**config.mk**
```make
export PLATFORM = sky130hd
export DESIGN_NAME = timer_controller
export DESIGN_NICKNAME = d
export VERILOG_FILES = /design/src/rtl/timer_controller.sv
export SDC_FILE = /design/constraint.sdc
export NUM_CORES = 1
export LEC_CHECK = 0
export CAP_MARGIN = 15
export CORE_ASPECT_RATIO = 0.75
export CORE_MARGIN = 2
export CORE_UTILIZATION = 46
export CTS_CLUSTER_SIZE = 12
export DETAILED_ROUTE_END_ITERATION = 8
export PLACE_DENSITY_LB_ADDON = 0.15
export SYNTH_ARGS = -nofsm -noshare
export SYNTH_HDL_FRONTEND = slang
export SYNTH_SLANG_ARGS = --single-unit
```
**constraint.sdc**
```tcl
create_clock -name clk -period 1.6 [get_ports clk]
set_input_delay 0.48 -clock clk [delete_from_list [all_inputs] [get_ports clk]]
set_output_delay 0.48 -clock clk [all_outputs]
set_load 0.03 [all_outputs]
```
**src/rtl/timer_controller.sv**
```systemverilog
// Sequencing FSM for the mm:ss countdown timer: keypad entry, chain load, seconds prescaler and completion.
// Optional door interlock enabled with `define DOOR_INTERLOCK_EN (adds the door_open input).
module timer_controller #(
  parameter int unsigned TICK_DIV = 100
) (
  input  logic        clk,
  input  logic        clear,
  input  logic        key_valid,
  input  logic [3:0]  key_digit,
  input  logic        start,
  input  logic        stop,
  input  logic        chain_zero,
`ifdef DOOR_INTERLOCK_EN
  input  logic        door_open,
`endif
  output logic [15:0] load_data,
  output logic        loadn,
  output logic        clearn,
  output logic        en,
  output logic        heat_on,
  output logic        done,
  output logic [2:0]  state
);

  localparam int unsigned PW = $clog2(TICK_DIV);
  localparam logic [PW-1:0] PRE_MAX = PW'(TICK_DIV - 1);

  typedef enum logic [2:0] {
    S_IDLE  = 3'd0,
    S_ENTRY = 3'd1,
    S_LOAD  = 3'd2,
    S_RUN   = 3'd3,
    S_PAUSE = 3'd4,
    S_DONE  = 3'd5
  } state_t;

  state_t        state_q;
  logic [15:0]   data_q;
  logic [PW-1:0] presc_q;
  logic          loadn_q, clearn_q, en_q;
  logic          start_q, stop_q;

  logic start_rise, stop_rise, start_ok, door_pause, digit_ok;

  assign start_rise = start & ~start_q;
  assign stop_rise  = stop & ~stop_q;
  assign digit_ok   = (key_digit <= 4'd9);

`ifdef DOOR_INTERLOCK_EN
  assign start_ok   = start_rise & ~door_open;
  assign door_pause = door_open;
  assign heat_on    = (state_q == S_RUN) & ~door_open;
`else
  assign start_ok   = start_rise;
  assign door_pause = 1'b0;
  assign heat_on    = (state_q == S_RUN);
`endif

  assign done      = (state_q == S_DONE);
  assign state     = state_q;
  assign load_data = data_q;
  assign loadn     = loadn_q;
  assign clearn    = clearn_q;
  assign en        = en_q;

  // NOTE: all state is updated with non-blocking assignments so every register samples pre-edge values.
  always_ff @(posedge clk or posedge clear) begin
    if (clear) begin
      state_q  <= S_IDLE;
      data_q   <= 16'h0000;
      presc_q  <= '0;
      loadn_q  <= 1'b1;
      clearn_q <= 1'b0;
      en_q     <= 1'b0;
      start_q  <= 1'b0;
      stop_q   <= 1'b0;
    end else begin
      start_q  <= start;
      stop_q   <= stop;
      loadn_q  <= 1'b1;
      clearn_q <= 1'b1;
      en_q     <= 1'b0;
      case (state_q)
        S_IDLE: begin
          if (key_valid && digit_ok) begin
            data_q  <= {12'h000, key_digit};
            state_q <= S_ENTRY;
          end
        end
        S_ENTRY: begin
          // A key strobe takes the cycle; start is only honoured on a key-free cycle.
          if (stop_rise) begin
            data_q  <= 16'h0000;
            state_q <= S_IDLE;
          end else if (key_valid) begin
            if (digit_ok) data_q <= {data_q[11:0], key_digit};
          end else if (start_ok && (data_q != 16'h0000)) begin
            loadn_q <= 1'b0;
            presc_q <= '0;
            state_q <= S_LOAD;
          end
        end
        S_LOAD: begin
          presc_q <= presc_q + 1'b1;
          state_q <= S_RUN;
        end
        S_RUN: begin
          if (chain_zero) begin
            state_q <= S_DONE;
          end else if (stop_rise || door_pause) begin
            state_q <= S_PAUSE;
          end else begin
            presc_q <= (presc_q == PRE_MAX) ? '0 : presc_q + 1'b1;
            en_q    <= (presc_q == PRE_MAX);
          end
        end
        S_PAUSE: begin
          if (stop_rise) begin
            clearn_q <= 1'b0;
            data_q   <= 16'h0000;
            state_q  <= S_IDLE;
          end else if (start_ok) begin
            state_q <= S_RUN;
          end
        end
        S_DONE: begin
          if (key_valid || start_rise || stop_rise) begin
            clearn_q <= 1'b0;
            data_q   <= 16'h0000;
            state_q  <= S_IDLE;
          end
        end
        default: state_q <= S_IDLE;
      endcase
    end
  end

endmodule

```
==> impl_metrics.toml <==
[synth]
synth.most_common_cell = "dfrtp_1"
ys_top_cells_by_area = "dfrtp_1 (45%), mux2i_1 (11%), inv_1 (6.0%)"
avgSynthCellArea_sq_um = 9.75
yosys_warnings = 0
synth_common_cells = "dfrtp_1 (30), inv_1 (27), nand2_1 (23), mux2i_1 (18), nor2_1 (7)"
synth_area_sq_um = 1690
synth_top_area_share_pct = 44.5
synth_cell_types = 44
post-synth-top-area-cell = "dfrtp_1"
synth-edff-count = 0
synth_nets = 184
ys_seq_area_share_pct = 46.1
synth_cells = 173
ys_seq_elements = 31
synthFlopType = "dfrtp_1"
async_flop_share_pct = 100

[floorplan]
fp.coreArea_sq_um = 3590
pin_count = 34
die-area_sq_um = 4170
initial_core_util_pct = 47.0
row_count = 19
die_w_um = 73.9
die_h_um = 56.4

[critical_path]
crit_type = "flop to flop"
critPathLaunch = "load_data[12]"
critPathLaunchType = "flop"
worstPathRequired_ps = 1800
arrival_ps = 1860
reg2reg_from = "load_data[12]"
cp_max_fo = 7
worst_setup_path_end_kind = "flop"

[clocking]
worstSkewPairLatency_ps = 280
clockBufferDepth = 2
cts_tree = "built"
clkTransAtPathRegs_ps = 70
clock_sinks = 31
cts_inserted_buffers = 5
cts-htree-levels = 2
root_buffer = "clkbuf_8"
hold_buffers = 0

[outcome]
status = "complete, but fails checks"
violations = "negative setup slack"

[timing]
fin_crit_ps = 1660
finalHoldViolations = 0
maxSlewHeadroom_pct = 71.4
skew_ps = 2.99
slew_viol_final = 0
setup_ws_ps = -62.9
fmax_mhz = 601
timing.final.crit_share_pct = 104
rsz0062_at_grt = "yes"
final-setup-viol-count = 6
tightest_slew_ps = 427

[global_route]
grt_pass1_wl_mm = 7.29
antenna_found_initial = 0
grt_max_degree = 32
grt_pass1_vias = 1531
grtUsageTotal_pct = 23.3
grt.overflow.total = 0

[power]
sw_frac_of_total_pct = 41.9
pwr-share-seq_pct = 28.5
vdd_ir_drop_max_mv = 1.04
p_switching_mw = 1.83
p_int_mw = 2.54
power.leakage_nw = 1.17
p_clk_share_pct = 16.1
comb_power_share_pct = 55.3
pwr_density_cell_nw_per_um2 = 1710

[routing]
drc = 0
vias = 1586
drt-pass1-iter-count = 4
finalWirelength_mm = 4.50
wl_per_cell_um = 15.1
drtAntennaViolNets = 0
avgViaCountPerCell = 5.32
drt_iter0_markers = 127

[run]
max-cap-violations = 0

[final_layout]
nets = 256
fin_cells = 298
design_area_sq_um = 2560
drive_above_1_share_pct = 36.2
insertedDiodeCount = 0
area_delta_synth_final_pct = 51.9
nFillCells = 264

[hold_path]
min_from = "start"
hold_path_class = "primary input to flop"

[place]
portBuffers = 33
dpl_cell_area_sq_um = 2250
placed_cells = 278
place_hpwl_mm = 2.96
globalplace.congestion = 0.798
[power groups by stage]
stage | registers [mW] | clock network (mW) | logic (mW)
after CTS | 1.20 | 0.706 | 2.28
after global placement | 1.23 | 0 | 1.92
final | 1.25 | 0.706 | 2.42
after floorplan | 1.46 | 0 | 0.963
after detailed placement | 1.25 | 0 | 1.96
after global routing | 1.27 | 0.744 | 2.58
[placed cells by master, fill, tap and decap left out, types with 2 or more instances in the layout]
cell / n
buf_4: 35
nor2b_1: 2
inv_1: 27
mux2i_1: 14
clkdlybuf4s15_1: 6
clkbuf_8: 7
o2111ai_1: 2
and3b_2: 2
nand3_1: 4
nand2_1: 23
nand4_1: 3
nand2b_1: 3
and3_1: 3
buf_12: 2
dfrtp_2: 4
nor2_1: 6
nor3_2: 2
buf_6: 5
dfrtp_1: 26
clkdlybuf4s50_1: 3
a31oi_1: 3
dlygate4sd2_1: 11
o211ai_1: 4
nor4_2: 2
clkbuf_2: 7
a21oi_1: 2
mux2i_2: 3
[critical path, cell delays in order, from the launching register on]
cell and delay [ps]:
dfrtp_1 420, nor4_4 310, buf_4 160, nand4_1 120, o221a_4 370, o211ai_1 200
[registers in the layout, indices dropped and copies added (netlist names)]
signal / count
start_q: 1
en: 1
load_data: 16
presc_q: 7
stop_q: 1
loadn: 1
clearn: 1
state: 3
[cell type report]
class	count	area [sq um]	share of cell area [%]
flip-flops and latches	31	782	30.5
multi-input cells	110	902	35.2
well taps	52	65.1	2.54
inverters	27	101	3.96
clock inverters	1	7.51	0.293
clock buffers	7	96.3	3.76
repair buffers	70	608	23.7
[kinds of logic (layout without fill, tap and decap cells)]
logic type | after synthesis | after routing | synth area share [%]
buf+inv | 32 | 105 | 8.38
flops | 31 | 31 | 46.1
mux | 18 | 18 | 10.7
simple gates | 61 | 61 | 19.2
fa+ha+maj | 1 | 1 | 0.742
compound gates | 30 | 30 | 14.9
[metrics by stage]
| step | total power, mW | TNS, ps | hold WS [ps] | utilization [%] | setup slack [ps] |
|---|---|---|---|---|---|
| finish | 4.37 | -208 | 495 | 71.4 | -62.9 |
| global route | 4.59 | -817 | 485 | 71.4 | -134 |
| CTS | 4.19 | -434 | 486 | 69.7 | -91.7 |
| detailed placement | 3.22 | -12200 | 518 | 62.8 | -538 |
| global placement | 3.16 | -10870 | 485 | 62.8 | -471 |
| floorplan | 2.42 | -684 | 471 | - | -62.2 |
[path summary, 6_finish.rpt]
| path | end | slack, ps | cells after the start |
|---|---|---|---|
| min | start_q | 500 | 1 |
| max | presc_q[6] | -60 | 5 |
| max in group asynchronous | loadn | 810 | 3 |
| min in group asynchronous | en | 550 | 3 |
| max reg2reg | presc_q[6] | -60 | 5 |
| min reg2reg | presc_q[1] | 550 | 2 |
[per-layer routing]
metal / vias to the layer above / part of all wire (%) / global-route usage (%)
met5: - / 0 / 0
met4: 0 / 1.1 / 8.57
met3: 6 / 5.8 / 5.21
met2: 63 / 45 / 34.9
met1: 762 / 48 / 32.9
li1: 755 / - / -
[repair_timing]
| action | in CTS | in global routing |
|---|---|---|
| resized for setup | 43 | 33 |
| pin swaps | 6 | 7 |
| cloned | 1 | 0 |
| endpoints found under the setup margin | 45 | 34 |
| buffers inserted | 10 | 1 |
Power figures use the tool's default switching activity.
